**src/rtl/dff_share_arbiter.sv**
```systemverilog
// Round-robin arbiter that sequences writes from NREQ requesters into one shared
// WIDTH-bit register, with bounded lock bursts and last-writer tracking.
module dff_share_arbiter #(
    parameter int NREQ     = 4,
    parameter int WIDTH    = 8,
    parameter int MAX_HOLD = 3
) (
    input  logic                    clk,
    input  logic                    rst,
    input  logic [NREQ-1:0]         req,
    input  logic [NREQ-1:0]         lock,
    input  logic [NREQ*WIDTH-1:0]   wdata,
    output logic [NREQ-1:0]         gnt,
    output logic [WIDTH-1:0]        q,
    output logic [$clog2(NREQ)-1:0] q_owner,
    output logic                    q_valid
);

    localparam int IW = $clog2(NREQ);
    localparam int HW = (MAX_HOLD > 1) ? $clog2(MAX_HOLD) : 1;

    typedef enum logic [0:0] {StIdle, StGrant} state_e;

    state_e        state;
    logic [IW-1:0] rr_ptr;
    logic [IW-1:0] cur;
    logic [IW-1:0] cur_inc;
    logic [IW-1:0] scan_ptr;
    logic [IW-1:0] win;
    logic [HW-1:0] hold_cnt;
    logic          write_en;
    logic          stay;

    // When leaving GRANT the scan starts just past the current owner, which is
    // exactly where rr_ptr is about to point.
    always_comb begin
        int idx;
        cur_inc  = (int'(cur) == NREQ - 1) ? '0 : cur + 1'b1;
        scan_ptr = (state == StGrant) ? cur_inc : rr_ptr;
        win      = scan_ptr;
        for (int i = NREQ - 1; i >= 0; i--) begin
            idx = int'(scan_ptr) + i;
            if (idx >= NREQ) idx = idx - NREQ;
            if (req[IW'(idx)]) win = IW'(idx);
        end
        write_en = (state == StGrant) && req[cur];
        stay     = write_en && lock[cur] && (int'(hold_cnt) < MAX_HOLD - 1);
    end

    always_ff @(posedge clk or posedge rst) begin
        if (rst) begin
            state    <= StIdle;
            gnt      <= '0;
            q        <= '0;
            q_owner  <= '0;
            q_valid  <= 1'b0;
            rr_ptr   <= '0;
            cur      <= '0;
            hold_cnt <= '0;
        end else begin
            unique case (state)
                StIdle: begin
                    if (|req) begin
                        state    <= StGrant;
                        cur      <= win;
                        gnt      <= NREQ'(1) << win;
                        hold_cnt <= '0;
                    end
                end
                StGrant: begin
                    // Only the granted slice is ever selected, so X elsewhere cannot leak.
                    if (write_en) begin
                        q       <= wdata[cur*WIDTH +: WIDTH];
                        q_owner <= cur;
                        q_valid <= 1'b1;
                    end
                    if (stay) begin
                        hold_cnt <= hold_cnt + 1'b1;
                    end else begin
                        rr_ptr   <= cur_inc;
                        hold_cnt <= '0;
                        if (|req) begin
                            cur <= win;
                            gnt <= NREQ'(1) << win;
                        end else begin
                            state <= StIdle;
                            gnt   <= '0;
                        end
                    end
                end
                default: begin
                    state <= StIdle;
                    gnt   <= '0;
                end
            endcase
        end
    end

endmodule

```
**config.mk**
```make
export PLATFORM = sky130hd
export DESIGN_NAME = dff_share_arbiter
export DESIGN_NICKNAME = d
export VERILOG_FILES = /design/src/rtl/dff_share_arbiter.sv
export SDC_FILE = /design/constraint.sdc
export NUM_CORES = 1
export LEC_CHECK = 0
export ABC_AREA = 1
export ABC_CLOCK_PERIOD_IN_PS = 1650
export CAP_MARGIN = 10
export CORE_AREA = 2 2 57 59
export DETAILED_ROUTE_END_ITERATION = 8
export DIE_AREA = 0 0 59 61
export DONT_BUFFER_PORTS = 1
export SKIP_CTS_REPAIR_TIMING = 1
export SYNTH_ARGS = -nofsm -noshare
export SYNTH_HDL_FRONTEND = slang
export SYNTH_SLANG_ARGS = --single-unit
```
**constraint.sdc**
```tcl
create_clock -name clk -period 1.65 [get_ports clk]
set_input_delay 0.0825 -clock clk [delete_from_list [all_inputs] [get_ports clk]]
set_output_delay 0.0825 -clock clk [all_outputs]
set_load 0.005 [all_outputs]
```
=== After elaboration in Yosys (flattened, before gate mapping) ===
Index checks and enable logic that the tools add are counted.

* Register bits after elaboration: 22
* Logic and storage cells: 80

* Equality and inequality tests: 3
* Muxes and demuxes: 39
* Add/sub/neg operators: 9
* Bitwise gates (word level): 2
* Magnitude comparators: 10
* Shifts and indexed selects: 2
* Reduce and logical (&&, ||, !) cells: 7

{| class="wikitable"
|+ Operators by type and width
! cell !! count
|-
| $shiftx 32x6->8 || 1
|-
| $mux 2 || 14
|-
| $lt 2x4->1 const B || 4
|-
| $bmux 1 s2 || 6
|-
| $mux 1 || 12
|-
| $mux 4 || 3
|-
| $ge 3x3->1 const B || 3
|-
| $pmux 2 s2 || 2
|-
| $pmux 4 s2 || 1
|-
| $sub 2x1->2 const B || 4
|-
| $add 2x2->3 const B || 2
|-
| $reduce_and 2->1 || 3
|-
| $add 2x1->2 const B || 2
|-
| $ne 2x2->1 const B || 2
|-
| $reduce_or 4->1 || 1
|-
| $shl 1x2->4 const A || 1
|-
| $add 2x1->3 const B || 1
|-
| $ge 2x3->1 const B || 1
|-
| $logic_and 1x1->1 || 3
|-
| $lt 2x3->1 const B || 1
|-
| $eq 2x1->1 const B || 1
|-
| $lt 2x2->1 const B || 1
|-
| $not 1->1 || 2
|-
| $pmux 1 s2 || 1
|}

=== Depth between registers and ports, before layout ===
* Depth after elaboration: 17
* Mapped depth: 15
* Gate-level depth less buffers: 15

=== Least setup slack after synthesis ===
OpenSTA, ideal clock, no wires.

* Path type: reg-to-reg
* From: reg cur[0]
* To: reg cur[0]
* Period minus slack after synthesis: 1.643 ns
* Library setup time: 0.136 ns
* Data arrival time: 1.507 ns
* Path buffers: 0
* Required time: 1.514 ns
* Slack: 0.007 ns
* Cell stages (with the launch flop): 14
* Path through: dfrtp_1 -> ha_1 -> inv_1 -> nand2_1 -> nand2_1 -> nand2_1 -> nand2_1 -> nand2_1 -> nand2_1 -> nand2_1 -> nand2_1 -> nand3_1 -> nand3_1 -> o21ai_0

* Cells in the longest elaborated chain, start to end: 16
* Elaborated cells between the ends (all ways): 46
* Those cells by class: add/sub (8); order compare (4); eq/ne (2); mux (29); reduce/logical (3)

{| class="wikitable"
|+ RTL lines
! element !! RTL line !! RTL
|-
| start: declaration || 26 || <nowiki>logic [IW-1:0] cur;</nowiki>
|-
| start signal: assignment || 65 || <nowiki>cur <= win;</nowiki>
|-
| start signal: assignment || 83 || <nowiki>cur <= win;</nowiki>
|-
| $add 2x1->2 / $eq 2x1->1 (equally long branches) || 38 || <nowiki>cur_inc = (int'(cur) == NREQ - 1) ? '0 : cur + 1'b1;</nowiki>
|-
| $mux 2 * || 38 ||
|-
| named net cur_inc[1] || 27 || <nowiki>logic [IW-1:0] cur_inc;</nowiki>
|-
| $mux 2 * || 39 || <nowiki>scan_ptr = (state == StGrant) ? cur_inc : rr_ptr;</nowiki>
|-
| $add 2x2->3 || 42 || <nowiki>idx = int'(scan_ptr) + i;</nowiki>
|-
| $ge 3x3->1 / $sub 2x1->2 (equally long branches) || 43 || <nowiki>if (idx >= NREQ) idx = idx - NREQ;</nowiki>
|-
| $mux 2 || 43 ||
|-
| $bmux 1 s2 || 44 || <nowiki>if (req[IW'(idx)]) win = IW'(idx);</nowiki>
|-
| $mux 1 (not written as such) (2 in series) || 44 ||
|-
| $mux 2 (3 in series) || 44 ||
|-
| $mux 2 * || 44 ||
|-
| $mux 2 * || 63, 82 ||
|-
| $mux 2 || 77 || <nowiki>if (stay) begin</nowiki>
|-
| $pmux 2 s2 * || 61 || <nowiki>unique case (state)</nowiki>
|}

Mark *: on every way through the listed nets, which the timed path passes. The rest lies on a longest branch. The select of a mux whose other input is x is not followed.
A chain may end at the register's enable or synchronous reset.

=== Final worst setup path ===
* From: reg state
* To: reg gnt[1]

* Cells in the longest elaborated chain, start to end: 15
* Elaborated cells between the ends (all ways): 44
* Those cells by class: add/sub (7); order compare (4); eq/ne (2); shift (1); mux (25); bitwise (1); reduce/logical (4)

{| class="wikitable"
|+ RTL lines
! element !! RTL line !! RTL
|-
| start: declaration || 24 || <nowiki>state_e state;</nowiki>
|-
| start signal: assignment || 52 || <nowiki>state <= StIdle;</nowiki>
|-
| start signal: assignment || 64 || <nowiki>state <= StGrant;</nowiki>
|-
| start signal: assignment || 86 || <nowiki>state <= StIdle;</nowiki>
|-
| $mux 2 || 39 ||
|-
| $add 2x2->3 || 42 ||
|-
| $ge 3x3->1 / $sub 2x1->2 (equally long branches) || 43 ||
|-
| $mux 2 || 43 ||
|-
| $bmux 1 s2 || 44 ||
|-
| $mux 1 (not written as such) (2 in series) || 44 ||
|-
| $mux 2 (4 in series) || 44 ||
|-
| $shl 1x2->4 || 66, 84 ||
|-
| $mux 4 || 82 || <nowiki>if (|req) begin</nowiki>
|-
| $mux 4 || 77 ||
|-
| $pmux 4 s2 || 61 ||
|-
| end signal: assignment || 66 || <nowiki>gnt <= NREQ'(1) << win;</nowiki>
|-
| end signal: assignment || 84 || <nowiki>gnt <= NREQ'(1) << win;</nowiki>
|-
| end: declaration || 13 || <nowiki>output logic [NREQ-1:0] gnt,</nowiki>
|}

Several ways; a longest one is shown, not always the timed one. The select of a mux whose other input is x is not followed.

==> key figures <==
Global route
  • Initial antenna violation count: 0
  • Total track usage: between 10% and 20%
  • Total grt overflow: 0
  • Largest net degree at the start of global routing: 23
  • First-pass GRT wire length: about 5100 µm
  • Vias in the first global route: around 1200

Clock tree
  • Clock sink total: 22
  • CTS Root Cell: clkbuf_4
  • Clock Path Buffers: 2
  • H-tree depth: 1
  • Clock Pin Slew Worst Setup and Hold Paths: 130 ps
  • Clk Latency, worst-skew pair: just over 300 ps
  • CTS Buf Count: 3
  • CTS tree: done

Place
  • GP Congestion: 0.848
  • Post-DP Area: roughly 1500 µm²
  • I/O Buffers: 0
  • Detail Placement HPWL: ~2600 µm

Cells and area
  • Register area: about 550 µm²
  • Area occupied by multi-input gates: ~840 µm²
  • Commonest non-fill, non-tap cell in the layout: nand2_1
  • Most frequent cells in the layout: nand2_1 (38), o21ai_0 (22), nor2_1 (22)
  • Area added between synthesis and finish: 26.4%
  • Layout cells sized above 1: 29.4%
  • Fin nets: 262
  • Fin area: ~1800 µm²
  • N_diodes: 0
  • Layout Utilization: roughly three fifths
  • Filler cell count: around 250

Min path
  • Hold Path End: q[3]
  • Hold path depth: 3
  • Startpoint of the worst hold path: wdata[3]
  • Hold Crit Class: in2reg

Routing
  • Post-Route WL: 3530 µm
  • Drt wl/cell: 14.1 µm
  • Via count: around 1400
  • Initial DRC Count: 55
  • Final antenna-violating net count: 0
  • First-pass DRT Iterations: 4
  • Residual DRC: 0
  • Vias per cell: 5.59

Die
  • Core Rows: 20
  • Initial Util: a little under half
  • Num ports: 57
  • Die ar.: between 3000 and 4000 µm²
  • Die Y-Extent: about 61 µm
  • Die span in x: just under 60 µm
  • Core box area: between 2000 and 3000 µm²

Run status
  • Status: finished with violations
  • Failing checks: setup timing

Synth
  • Yosys top cell by area: dfrtp_1
  • Mapped Nets: around 240
  • Cell Area, Synth: approximately 1400 µm²
  • FF+latch count, synth: 22
  • Syn_area_per_cell: about 7 µm²
  • YS warnings: 0
  • Share of the synthesized area in the top cell type: between 30% and 40%
  • Synth top area cells: dfrtp_1 (40%), nand2_1 (15%), o21ai_0 (8.3%)
  • Syn Inst Count: around 200
  • Seq/Total Area, Yosys: about two fifths
  • Unique masters post-synth: 21

Worst setup path
  • CP Cell Sequence: buf_4 -> nand2_1 -> nand3b_1 -> nand3_1 -> nand2_1 -> inv_1 -> nand2_1 -> nand2_2 -> nand2_2 -> nand2_2 -> nand3_2 -> o21bai_1
  • Reg2Reg Launch Point: state
  • Reg2reg path depth: 12
  • Critical path class: reg2reg
  • Critical-path maximum fanout: 6
  • CP startpoint kind: register
  • CP required: 1900 ps
  • Worst path top cell family by delay: simple AND/OR/NAND/NOR gates
  • CP Capture Type: register
  • Crit path DAT: around 2000 ps
  • R2R setup slack: -110 ps
  • Slowest Stage Delay on Critical Path: ~480 ps
  • WP buf/inv: 2
  • CP max-delay cell: dfrtp_2
  • Reg2reg end: gnt[1]

Timing
  • Final Cycle Share: 107%
  • Fin Clk Skew: between 3 and 4 ps
  • Hold slack: 77.3 ps
  • Worst setup margin: -112 ps
  • RSZ-0062 raised after global routing: true
  • Slew @ Worst Pin: between 400 and 500 ps
  • Final setup vio count: 14
  • Worst slew margin: a little under 70%
  • Hold Fails Final Rpt: 0
  • Final slew viol count: 0
  • Achievable Freq: about 570 MHz
  • Min Clock Period, post-route: 1760 ps

Pwr
  • Worst vdd ir: approximately 1400 µV
  • Pwr dens: approximately 2400 nW/µm²
  • Pleak: ~0.00085 µW

Job
  • Max Cap Violations: 0
## where the power goes
group | total [µW] | internal (µW) | switching (µW)
Clock | 417 | 246 | 172
Combinational | 2900 | 1290 | 1610
Sequential | 988 | 802 | 185
## worst reg2reg max path, delay by kind of cell, from the launching register on
family / cells / cell delay, ps
AOI/OAI and AO/OA: 1 / 160
buffers and inverters: 2 / 220
DFF: 1 / 480
and+or+nand+nor: 9 / 850
## worst max path at each step
| stage | slack [ps] | end | depth (start not counted) | from |
|---|---|---|---|---|
| after global routing | -270 | gnt[1] | 14 | cur[0] |
| after global placement | -150 | cur[0] | 13 | cur[0] |
| final | -110 | gnt[1] | 12 | state |
| after floorplan | 7 | cur[0] | 13 | cur[0] |
| after CTS | -190 | cur[0] | 13 | cur[0] |
| after detailed placement | -150 | cur[0] | 13 | cur[0] |
## synth_stat cells
| master | n |
|---|---|
| nand2_1 | 56 |
| nor2_1 | 24 |
| o21ai_0 | 23 |
| dfrtp_1 | 22 |
| inv_1 | 19 |
| nand3_1 | 15 |
| mux2_2 | 8 |
| o22ai_1 | 8 |
| buf_2 | 4 |
| a21oi_1 | 3 |
| clkbuf_1 | 3 |
| and2_1 | 2 |
| nand2_2 | 2 |
| o21bai_1 | 2 |
| a21boi_1 | 1 |
| ha_1 | 1 |
| inv_2 | 1 |
| nand3b_1 | 1 |
| nor4_1 | 1 |
| o21ai_1 | 1 |
| o32ai_1 | 1 |
## registers in the layout, summed over array words and instances, names as in the netlist
| signal | count |
|---|---|
| q | 8 |
| q_owner | 2 |
| q_valid | 1 |
| gnt | 4 |
| rr_ptr | 2 |
| state | 1 |
| hold_cnt | 2 |
| cur | 2 |
## routing by layer
layer / GRT usage, % / part of all wire, % / vias to the layer above
met5: 0 / 0 / -
met4: 4.55 / 0.71 / 0
met3: 3.20 / 5.3 / 4
met2: 32.5 / 51 / 51
met1: 24.3 / 43 / 662
li1: - / - / 687
## logic make-up after synthesis
logic type      count (synthesis)  share of synthesized area (%)
flops                          22                           39.6
mux                             8                           6.48
buf+inv                        27                           7.65
simple gates                  101                           29.8
compound gates                 39                           15.6
fa+ha+maj                       1                          0.900
## final cells by class
type                            instances  share of cell area (%)
Clock buffer                            3                    1.28
Clock inverter                          1                    1.71
Inverter                               20                    4.27
Multi-Input combinational cell        149                    48.0
Sequential cell                        22                    31.5
Tap cell                               33                    2.35
Timing Repair Buffer                   23                    10.9
## per-stage QoR
step	setup TNS, ps	power (µW)	setup WS, ps	cells
2_1_floorplan	0	2670	6.56	198
3_3_place_gp	-650	3280	-146	240
3_5_place_dp	-897	3360	-152	240
4_1_cts	-1100	3790	-190	244
5_1_grt	-2460	4710	-269	251
6_report	-743	4300	-112	251
(Power assumes the default switching activity.)
